**src/rtl/psram_scheduler_if.sv**
```systemverilog
// Command/data bus between the PSRAM scheduler (master) and the quad-SPI PSRAM driver (slave).
interface psram_scheduler_if;
    localparam int unsigned ADDR_W = 23;
    localparam int unsigned DATA_W = 16;

    logic [ADDR_W-1:0] psram_address;
    logic [1:0]        psram_read_write;
    logic              psram_quad_start;
    logic              psram_burst_mode;
    logic              endcommand;
    logic              qpi_on;
    logic              fifo_rd;
    logic [DATA_W-1:0] psram_data_out;

    modport master (
        output psram_address, psram_read_write, psram_quad_start, psram_burst_mode,
        input  endcommand, qpi_on, fifo_rd, psram_data_out
    );

    modport slave (
        input  psram_address, psram_read_write, psram_quad_start, psram_burst_mode,
        output endcommand, qpi_on, fifo_rd, psram_data_out
    );
endinterface

```
**src/rtl/psram_scheduler.sv**
```systemverilog
// Arbitrates the quad-SPI PSRAM driver between the acquisition write path and host single-word
// reads; owns the circular write pointer, the read starvation guard and the command watchdog.
module psram_scheduler #(
    parameter int unsigned FIFO_AW       = 10,
    parameter int unsigned WR_THRESHOLD  = 4,
    parameter int unsigned MAX_WR_GRANTS = 8,
    parameter logic [22:0] MEM_TOP       = 23'h7FFFFE,
    parameter bit          WRAP_EN       = 1'b1,
    parameter int unsigned TIMEOUT       = 255
) (
    input  logic               mem_clk,
    input  logic               rst,
    psram_scheduler_if.master  bus,
    input  logic               acq_en,
    input  logic               fifo_empty,
    input  logic [FIFO_AW-1:0] fifo_count,
    input  logic               rd_req,
    input  logic [22:0]        rd_addr,
    output logic               rd_ack,
    output logic [15:0]        rd_data,
    output logic [22:0]        wr_ptr,
    output logic               wrapped,
    output logic               mem_full,
    output logic               timeout_err,
    output logic               busy
);
    localparam int unsigned GC_W = $clog2(MAX_WR_GRANTS + 1);
    localparam int unsigned WD_W = $clog2(TIMEOUT + 1);

    typedef enum logic [2:0] {
        ST_INIT,
        ST_IDLE,
        ST_WR_ISSUE,
        ST_WR_WAIT,
        ST_RD_ISSUE,
        ST_RD_WAIT
    } state_t;

    state_t          state;
    logic [GC_W-1:0] grant_cnt;
    logic [WD_W-1:0] wd_cnt;

    logic write_ok_c;
    logic rd_pend_c;
    logic wr_pref_c;
    logic wd_expire_c;

    // While rd_ack is high the request level still belongs to the read just served.
    assign write_ok_c  = acq_en & ~fifo_empty & ~mem_full;
    assign rd_pend_c   = rd_req & ~rd_ack;
    assign wr_pref_c   = (fifo_count >= FIFO_AW'(WR_THRESHOLD)) &&
                         (grant_cnt < GC_W'(MAX_WR_GRANTS));
    assign wd_expire_c = (wd_cnt == WD_W'(TIMEOUT - 1));

    always_ff @(posedge mem_clk) begin
        if (rst) begin
            state                <= ST_INIT;
            grant_cnt            <= '0;
            wd_cnt               <= '0;
            bus.psram_address    <= '0;
            bus.psram_read_write <= 2'd0;
            bus.psram_quad_start <= 1'b0;
            bus.psram_burst_mode <= 1'b0;
            rd_ack               <= 1'b0;
            rd_data              <= '0;
            wr_ptr               <= '0;
            wrapped              <= 1'b0;
            mem_full             <= 1'b0;
            timeout_err          <= 1'b0;
            busy                 <= 1'b0;
        end else begin
            bus.psram_quad_start <= 1'b0;
            rd_ack               <= 1'b0;

            if (!rd_req) begin
                grant_cnt <= '0;
            end

            // Every pop of a write burst, including the one in the issue cycle, moves the pointer.
            if (bus.fifo_rd && (state == ST_WR_ISSUE || state == ST_WR_WAIT)) begin
                if (wr_ptr == MEM_TOP) begin
                    if (WRAP_EN) begin
                        wr_ptr  <= '0;
                        wrapped <= 1'b1;
                    end else begin
                        mem_full <= 1'b1;
                    end
                end else begin
                    wr_ptr <= wr_ptr + 23'd2;
                end
            end

            case (state)
                ST_INIT: begin
                    if (bus.qpi_on) begin
                        state <= ST_IDLE;
                    end
                end
                ST_IDLE: begin
                    if (!bus.qpi_on) begin
                        state <= ST_INIT;
                    end else if (write_ok_c && (!rd_pend_c || wr_pref_c)) begin
                        state                <= ST_WR_ISSUE;
                        bus.psram_address    <= wr_ptr;
                        bus.psram_read_write <= 2'd1;
                        bus.psram_burst_mode <= 1'b1;
                        bus.psram_quad_start <= 1'b1;
                        busy                 <= 1'b1;
                        grant_cnt            <= rd_pend_c ? grant_cnt + GC_W'(1) : '0;
                    end else if (rd_pend_c) begin
                        state                <= ST_RD_ISSUE;
                        bus.psram_address    <= rd_addr;
                        bus.psram_read_write <= 2'd2;
                        bus.psram_burst_mode <= 1'b0;
                        bus.psram_quad_start <= 1'b1;
                        busy                 <= 1'b1;
                        grant_cnt            <= '0;
                    end
                end
                ST_WR_ISSUE: begin
                    state  <= ST_WR_WAIT;
                    wd_cnt <= '0;
                end
                ST_RD_ISSUE: begin
                    state  <= ST_RD_WAIT;
                    wd_cnt <= '0;
                end
                ST_WR_WAIT, ST_RD_WAIT: begin
                    if (bus.endcommand) begin
                        if (state == ST_RD_WAIT) begin
                            rd_data <= bus.psram_data_out;
                            rd_ack  <= 1'b1;
                        end
                        state                <= ST_IDLE;
                        bus.psram_read_write <= 2'd0;
                        bus.psram_burst_mode <= 1'b0;
                        busy                 <= 1'b0;
                    end else if (wd_expire_c) begin
                        // Abort without ack; a pending read is simply re-arbitrated from IDLE.
                        state                <= ST_IDLE;
                        timeout_err          <= 1'b1;
                        bus.psram_read_write <= 2'd0;
                        bus.psram_burst_mode <= 1'b0;
                        busy                 <= 1'b0;
                    end else begin
                        wd_cnt <= wd_cnt + WD_W'(1);
                    end
                end
                default: begin
                    state <= ST_INIT;
                end
            endcase
        end
    end
endmodule

```
**src/flat_wrapper.sv**
```systemverilog
// flat-port wrapper written by rule: the top's interface ports become plain ports
module psram_scheduler_flat 
#(
    parameter int unsigned FIFO_AW       = 10,
    parameter int unsigned WR_THRESHOLD  = 4,
    parameter int unsigned MAX_WR_GRANTS = 8,
    parameter logic [22:0] MEM_TOP       = 23'h7FFFFE,
    parameter bit          WRAP_EN       = 1'b1,
    parameter int unsigned TIMEOUT       = 255
)
  (mem_clk, rst, acq_en, fifo_empty, fifo_count, rd_req, rd_addr, rd_ack, rd_data, wr_ptr, wrapped, mem_full, timeout_err, busy, bus_psram_address, bus_psram_read_write, bus_psram_quad_start, bus_psram_burst_mode, bus_endcommand, bus_qpi_on, bus_fifo_rd, bus_psram_data_out);
  psram_scheduler_if bus_i ();
  input  logic mem_clk;
  input  logic rst;
  input  logic acq_en;
  input  logic fifo_empty;
  input  logic [FIFO_AW-1:0] fifo_count;
  input  logic rd_req;
  input  logic [22:0] rd_addr;
  output logic rd_ack;
  output logic [15:0] rd_data;
  output logic [22:0] wr_ptr;
  output logic wrapped;
  output logic mem_full;
  output logic timeout_err;
  output logic busy;
  output wire logic [$bits(bus_i.psram_address)-1:0] bus_psram_address;
  output wire logic [$bits(bus_i.psram_read_write)-1:0] bus_psram_read_write;
  output wire logic [$bits(bus_i.psram_quad_start)-1:0] bus_psram_quad_start;
  output wire logic [$bits(bus_i.psram_burst_mode)-1:0] bus_psram_burst_mode;
  input wire logic [$bits(bus_i.endcommand)-1:0] bus_endcommand;
  input wire logic [$bits(bus_i.qpi_on)-1:0] bus_qpi_on;
  input wire logic [$bits(bus_i.fifo_rd)-1:0] bus_fifo_rd;
  input wire logic [$bits(bus_i.psram_data_out)-1:0] bus_psram_data_out;
  assign bus_psram_address = bus_i.psram_address;
  assign bus_psram_read_write = bus_i.psram_read_write;
  assign bus_psram_quad_start = bus_i.psram_quad_start;
  assign bus_psram_burst_mode = bus_i.psram_burst_mode;
  assign bus_i.endcommand = bus_endcommand;
  assign bus_i.qpi_on = bus_qpi_on;
  assign bus_i.fifo_rd = bus_fifo_rd;
  assign bus_i.psram_data_out = bus_psram_data_out;
  psram_scheduler #(.FIFO_AW(FIFO_AW), .WR_THRESHOLD(WR_THRESHOLD), .MAX_WR_GRANTS(MAX_WR_GRANTS), .MEM_TOP(MEM_TOP), .WRAP_EN(WRAP_EN), .TIMEOUT(TIMEOUT)) u_core (.mem_clk(mem_clk), .rst(rst), .bus(bus_i), .acq_en(acq_en), .fifo_empty(fifo_empty), .fifo_count(fifo_count), .rd_req(rd_req), .rd_addr(rd_addr), .rd_ack(rd_ack), .rd_data(rd_data), .wr_ptr(wr_ptr), .wrapped(wrapped), .mem_full(mem_full), .timeout_err(timeout_err), .busy(busy));
endmodule
```
**config.mk**
```make
export PLATFORM = sky130hd
export DESIGN_NAME = psram_scheduler_flat
export DESIGN_NICKNAME = d
export VERILOG_FILES = /design/src/rtl/psram_scheduler_if.sv /design/src/rtl/psram_scheduler.sv /design/src/flat_wrapper.sv
export SDC_FILE = /design/constraint.sdc
export NUM_CORES = 1
export LEC_CHECK = 0
export CORE_UTILIZATION = 40
export DETAILED_ROUTE_END_ITERATION = 8
export PLACE_DENSITY = 0.82
export RECOVER_POWER = 50
export SLEW_MARGIN = 20
export SYNTH_ARGS = -nofsm -noshare
export SYNTH_HDL_FRONTEND = slang
export SYNTH_SLANG_ARGS = --single-unit
```
**constraint.sdc**
```tcl
create_clock -name mem_clk -period 2 [get_ports mem_clk]
set_input_delay 0.3 -clock mem_clk [delete_from_list [all_inputs] [get_ports mem_clk]]
set_output_delay 0.3 -clock mem_clk [all_outputs]
set_load 0.01 [all_outputs]
```
==> results.md, run 1 <==
* Number of iterations in the first detailed-routing pass at 6
* CP Data Arrival Time at 2140 ps
* Cells along the critical path: nand4_2, or4_4, or4_1, a21oi_1
* Commonest cells post-synth: dfxtp_1, nand2_1, a21oi_1, o21ai_0, nand3_1
* Max-slew violation count at 0
* Worst Setup End Kind: register
* Achievable Freq at 540 MHz
* Finished Layout Cells at 737
* Worst Hold Margin at 455 ps
* Top-area cell type share of the netlist area at 43.4%
* Post-Place Setup Slack at -78.5 ps
* Dpl cells at 721
* Fillcell total at 807
* Minimum clock period after layout at 1850 ps
* Total Wirelength at 11000 um
* Critical path class: reg -> reg
* Fraction of registers with async set/reset at 0%
* DR vias/cell at 5.61
* Die area at 0.00996 mm2
* Core area at 0.00924 mm2
* Vias in the first global route at 3901
* Max clock buf depth at 2
* Met1 WL at 4660 um
* Row Count at 35
* Worst Setup Start Kind: register
* Crit path max fanout at 6
* First-pass GRT wire length at 18400 um
* Die Ht at 99.8 um
* Clk_skew at 16.2 ps
* Area grow syn2layout at 46.5%
* Worst-Margin Slew at 724 ps
* Clk pin slew, worst setup/hold paths at 90 ps
* Final Worst Setup Slack at 150 ps
* Worst-Skew Late Latency at 370 ps
* Post-DP HPWL at 8090 um
* Design area at 0.00560 mm2
* CTS tree: built
* Hold Crit Class: reg -> reg
* Count leader, synth: dfxtp_1
* P_leak at 2.07 nW
* CTS resizes at 0
* Layout Nets at 664
* Synth area leaders: dfxtp_1, nand2_1, a21oi_1
* Top sig layer: met4
* Clock sinks at 83
* Initial DRC Count at 288
* Layout cells sized above 1 at 10.5%
* RSZ-0062 raised after global routing: no
* WL met3 at 929 um
* Cts hold-fix bufs at 0
* Cell taking the most area after synthesis: dfxtp_1
* Final setup vio count at 0
* Power density over cell area at 604 mW/mm2
* Vias at 4134
* Mux contribution to synthesized area at 0.556%
* Max Cap Viol at 0
* Most used flip-flop cell after synthesis: dfxtp_1
* Synth warnings at 0
* Initial Util at 41.4%
* Xor/xnor share of the synthesized area at 2.52%
* Avg Cell Area, Syn at 8.21 um2
* Largest net degree at the start of global routing at 46
* Mapped Area at 0.00383 mm2
* IO Port Bufs at 123
* Sequential area share after synthesis at 43.4%
* CP Buf/Inv Count at 0
* WL per Instance at 15.0 um
* FF/Latch Area at 0.00166 mm2
* Fin Setup TNS at 0 ps
* Post-synth EDFFs at 0
* Htree depth at 3
* GRT Util Overall at 23.1%
* Footprint of the multi-input gates at 0.00199 mm2
* Fin crit share at 92.5%
* Compound-Gate Fraction of Synth Area at 23.7%
* Post-DRT Antenna Nets at 0
* DP Area at 0.00541 mm2
* Ports at 128
* GPL Wtd Cong at 0.892
* Post-Synth Simple-Gate Area at 23.6%
* Worst Path Required at 2290 ps
* Final hold vios at 0
* DRC violations left at 0
* Rel. slew slack at 51.7%
* CP peak stage delay at 590 ps
* Synth Register Bits at 83
* Mapped Cells at 466
* Adder-Cell Fraction of Synth Area at 1.31%
* Worst vdd ir at 0.480 mV
* # Post-CTS Setup Buffers at 0
* Routed wl met2 at 5250 um
* Top cell family by delay on the critical path: simple AND/OR/NAND/NOR gates
* Width of the die at 99.8 um
* Main combinational cell family by area after synthesis: compound AO/OA/AOI/OAI gates
* Antenna violations before repair at 0
* TritonCTS Buffers at 9
* Slowest CP cell: or4_4
* Root buffer cell: clkbuf_8
* Grt total ovfl at 0
* Post-synth cell types at 54
* Status: completed
* ANT cells at 0
worst min-delay path, delay by kind of cell (launching register included):
family | cells | cell delay [ps]
flops | 1 | 310
compound gates | 1 | 50
simple gates | 1 | 50
per-stage QoR:
stage | total power, mW | util [%]
floorplan | 1.87 | -
global placement | 2.07 | 58.5
detailed placement | 2.08 | 58.5
CTS | 3.43 | 60.9
global route | 3.52 | 60.7
finish | 3.39 | 60.7
where the power goes:
part	internal (mW)	leakage, nW	switching [mW]
Sequential	1.68	0.671	0.0177
Clock	0.714	0.114	0.645
Combinational	0.180	1.29	0.152
cell type report:
class / count / share of cell area, %
multi-input combinational: 340 / 35.5
sequential: 83 / 29.7
timing repair buffer: 162 / 27.4
tap: 129 / 2.88
clock buffer: 9 / 2.21
clock inverter: 7 / 1.79
inverter: 7 / 0.469
cells by family (layout without fill, tap and decap cells):
| kind of cell | Yosys count | count (layout) |
|---|---|---|
| adders and majority gates | 4 | 4 |
| muxes | 2 | 2 |
| xor gates and xnor gates | 11 | 11 |
| other | 1 | 2 |
| AOI/OAI and AO/OA | 149 | 149 |
| and+or+nand+nor | 172 | 172 |
| buffers and inverters | 44 | 185 |
| DFF | 83 | 83 |
per-layer routing:
metal,GRT usage [%],vias to the layer above
li1,-,2013
met2,38.2,184
met1,28.7,1922
met3,5.99,15
met4,9.50,0
met5,0,-
worst paths after layout:
path / from / end / slack, ps / cells past startpoint
worst min register to register: u_core.rd_data[5]$_SDFFE_PP0P_ / u_core.rd_data[5]$_SDFFE_PP0P_ / 450 / 2
worst min-delay path: u_core.rd_data[5]$_SDFFE_PP0P_ / u_core.rd_data[5]$_SDFFE_PP0P_ / 450 / 2
worst max register to register: u_core.wr_ptr[11]$_SDFFE_PP0P_ / u_core.wr_ptr[20]$_SDFFE_PP0P_ / 150 / 4
worst max-delay path: u_core.wr_ptr[11]$_SDFFE_PP0P_ / u_core.wr_ptr[20]$_SDFFE_PP0P_ / 150 / 4
state kept, by name, summed over array words and instances (netlist names):
name	cells
u_core.bus.psram_address	23
u_core.wr_ptr	22
u_core.rd_data	16
u_core.wd_cnt	8
u_core.grant_cnt	4
u_core.state	3
u_core.bus.psram_read_write	2
u_core.bus.psram_quad_start	1
u_core.busy	1
u_core.rd_ack	1
u_core.timeout_err	1
u_core.wrapped	1
cell usage in the layout (no fill, tap or decap), types with 2 or more instances in the layout:
master,count
clkbuf_1,3
and2_1,3
clkdlybuf4s50_1,75
or4_1,6
nand4_1,13
nand3b_1,3
nand4bb_1,2
a211oi_1,2
dlygate4sd3_1,48
nand2_1,54
inv_1,7
o21a_1,2
a32oi_1,2
a21oi_1,39
or4_2,2
ha_1,4
nand4b_1,2
nor2b_1,2
buf_4,33
a31oi_1,24
nor3_1,2
nor2_1,20
clkinv_4,2
clkbuf_8,9
conb_1,2
buf_12,2
o2111ai_1,2
nand2b_1,3
o31ai_1,5
bufinv_16,2
o21ai_0,40
nand3_1,37
and3_1,2
inv_6,2
nor4_1,5
or3_1,7
xnor2_1,2
dfxtp_1,82
xor2_1,9
o211ai_1,23
(Power assumes the default switching activity.)
==> run 2, diff against run 1 <==
Settings changed: CTS_BUF_LIST from default to sky130_fd_sc_hd__clkbuf_4, SETUP_SLACK_MARGIN from default to 0.15.
==> results.md, run 2 (same netlist as run 1, synthesis figures left out) <==
* Status: completed
* Total Wirelength at 11500 um (+4.0%)
* Design area at 0.00557 mm2 (-0.58%)
* Crit path max fanout at 6 (unchanged)
* WL met3 at 963 um (+3.7%)
* Fin crit share at 92.2% (-0.28 points)
* Worst Setup End Kind: register
* Minimum clock period after layout at 1840 ps (-5.57 ps)
* Clock sinks at 83 (unchanged)
* Worst Reg-to-Reg Cells at 4 (unchanged)
* Biggest register: u_core.bus.psram_address
* Max clock buf depth at 2 (unchanged)
* Rel. slew slack at 51.4% (-0.38 points)
* Critical path class: reg -> reg
* Clk pin slew, worst setup/hold paths at 140 ps (+50 ps)
* Commonest cells after routing, fill and taps aside: clkdlybuf4s50_1, dfxtp_1, nand2_1
* Antenna violations before repair at 0 (unchanged)
* Power density over cell area at 544 mW/mm2 (-9.9%)
* Hold Crit Class: in -> reg
* Met1 WL at 4820 um (+3.5%)
* Core area at 0.00924 mm2 (unchanged)
* Clock power frac at 32.7% (-7.4 points)
* Worst-Margin Slew at 730 ps (+5.72 ps)
* P_leak at 1.95 nW (-6.0%)
* Cts hold-fix bufs at 0 (unchanged)
* Comb power frac at 11.3% (+1.5 points)
* Worst Setup Start Kind: register
* Hold path start: bus_psram_data_out[3]
* Worst Path Required at 2390 ps (+100 ps)
* Worst vdd ir at 0.345 mV (-28%)
* DP Area at 0.00540 mm2 (about the same)
* Vias at 4150 (+0.39%)
* Worst-Skew Late Latency at 450 ps (+80 ps)
* Initial Util at 41.4% (unchanged)
* Register share of total power at 56.0% (+5.9 points)
* Achievable Freq at 542 MHz (+0.30%)
* Initial DRC Count at 278 (-3.5%)
* Max reg flops at 23 (unchanged)
* Pint at 2.24 mW (-13%)
* Max Cap Viol at 0 (unchanged)
* Post-DP HPWL at 8210 um (+1.5%)
* First-pass GRT wire length at 18600 um (+0.86%)
* CP Data Arrival Time at 2240 ps (+100 ps)
* Number of iterations in the first detailed-routing pass at 5 (-1)
* Largest net degree at the start of global routing at 46 (unchanged)
* Ports at 128 (unchanged)
* Die Ht at 99.8 um (unchanged)
* Routed wl met2 at 5520 um (+5.1%)
* FF-to-FF End: u_core.wr_ptr[20]$_SDFFE_PP0P_
* Root buffer cell: clkbuf_4
* Crit Reg-Reg Startpoint: u_core.wr_ptr[11]$_SDFFE_PP0P_
* Switching share of power at 26.0% (+2.0 points)
* Endpoint of the worst hold path: u_core.rd_data[3]$_SDFFE_PP0P_
* Top sig layer: met4
* Layout Nets at 669 (+0.75%)
* Row Count at 35 (unchanged)
* Post-DRT Antenna Nets at 0 (unchanged)
* Width of the die at 99.8 um (unchanged)
* Max-slew violation count at 0 (unchanged)
* Grt total ovfl at 0 (unchanged)
* Flop2flop setup slack at 160 ps (about the same)
* Final setup vio count at 0 (unchanged)
* Fin Setup TNS at 0 ps (unchanged)
* Worst Hold Path Cells at 3 (+1)
* DRC violations left at 0 (unchanged)
* DR vias/cell at 5.59 (-0.29%)
* Finished Core Util at 60.3% (-0.35 points)
* IO Port Bufs at 123 (unchanged)
* TritonCTS Buffers at 9 (unchanged)
* RSZ-0062 raised after global routing: yes
* ANT cells at 0 (unchanged)
* Die area at 0.00996 mm2 (unchanged)
* Commonest non-fill, non-tap cell in the layout: clkdlybuf4s50_1
* Vias in the first global route at 3942 (+1.1%)
* GRT Util Overall at 23.3% (+0.15 points)
* Htree depth at 3 (unchanged)
* Sw power at 0.790 mW (-3.0%)
* CTS tree: built
* Layout cells sized above 1 at 13.4% (+2.9 points)
* Largest regs: u_core.bus.psram_address x23, u_core.wr_ptr x22, u_core.rd_data x16
* WL per Instance at 15.5 um (+3.3%)
* GPL Wtd Cong at 0.849 (-4.9%)
* Final hold vios at 0 (unchanged)
* Clk_skew at 14.7 ps (-1.48 ps)
* Area grow syn2layout at 45.6%
## run 2: changes by cell type in the layout (fill, tap and decap cells not counted), moves of 9 or more
| cell | previous run | this run |
|---|---|---|
| clkbuf_4 | 1 | 10 |
| clkdlybuf4s50_1 | 75 | 104 |
| clkbuf_8 | 9 | 0 |
| dfxtp_2 | 1 | 14 |
| dlygate4sd3_1 | 48 | 15 |
| dfxtp_1 | 82 | 67 |
## run 2: cell type report
| type | count | area, um2 |
|---|---|---|
| repair buffers | 167 | 1560 |
| flip-flops and latches | 83 | 1690 |
| fillers | 809 | 3670 |
| well taps | 129 | 161 |
| clock inverters | 7 | 68.8 |
| clock buffers | 9 | 67.6 |
| multi-input cells | 340 | 2000 |
| inverters | 7 | 26.3 |
## run 2: per-layer routing
metal  GRT usage (%)  vias to the layer above
li1                -                     2010
met1            28.7                     1948
met2            39.2                      176
met3            6.41                       16
met4            8.14                        0
met5               0                        -
## run 2: metrics by stage
| step | hold WS, ps | instances | worst slack (ps) | power (mW) |
|---|---|---|---|---|
| after detailed placement | 449 | 722 | -263 | 2.08 |
| after CTS | 358 | 738 | 152 | 3.06 |
| after global placement | 442 | 722 | -206 | 2.07 |
| after floorplan | 436 | 467 | 153 | 1.87 |
| final | 375 | 742 | 155 | 3.03 |
| after global routing | 369 | 742 | 58.0 | 3.17 |
## run 2: worst max-delay path by stage
stage / cells after the start / slack, ps / from / end
global route: 6 / 60 / u_core.wd_cnt[0]$_SDFFE_PP0P_ / u_core.wd_cnt[5]$_SDFFE_PP0P_
CTS: 1 / 150 / u_core.wr_ptr[21]$_SDFFE_PP0P_ / wr_ptr[21]
floorplan: 4 / 150 / u_core.wr_ptr[9]$_SDFFE_PP0P_ / u_core.wr_ptr[20]$_SDFFE_PP0P_
global placement: 6 / -210 / fifo_count[5] / u_core.bus.psram_read_write[0]$_SDFFE_PP0P_
finish: 4 / 160 / u_core.wr_ptr[11]$_SDFFE_PP0P_ / u_core.wr_ptr[20]$_SDFFE_PP0P_
detailed placement: 6 / -260 / fifo_count[5] / u_core.bus.psram_address[13]$_SDFFE_PP0P_
## run 2: worst max-delay path: stages (launching register included)
cell     delay (ps)
dfxtp_1         380
nand4_2         200
or4_4           590
or4_1           480
a21oi_1         140
## run 2: power by group through the flow
stage / combinational [mW] / sequential, mW / clock (mW)
after floorplan: 0.128 / 1.74 / 0
after global placement: 0.338 / 1.73 / 0
after detailed placement: 0.345 / 1.74 / 0
after CTS: 0.346 / 1.70 / 1.01
after global routing: 0.370 / 1.70 / 1.10
final: 0.343 / 1.70 / 0.993
## run 2: timing repair
action                                  CTS  global route
hold endpoints to repair                  0             0
buffers inserted                          0             4
endpoints found under the setup margin    6            46
pin swaps                                 0             1
gates resized for setup                   6            17
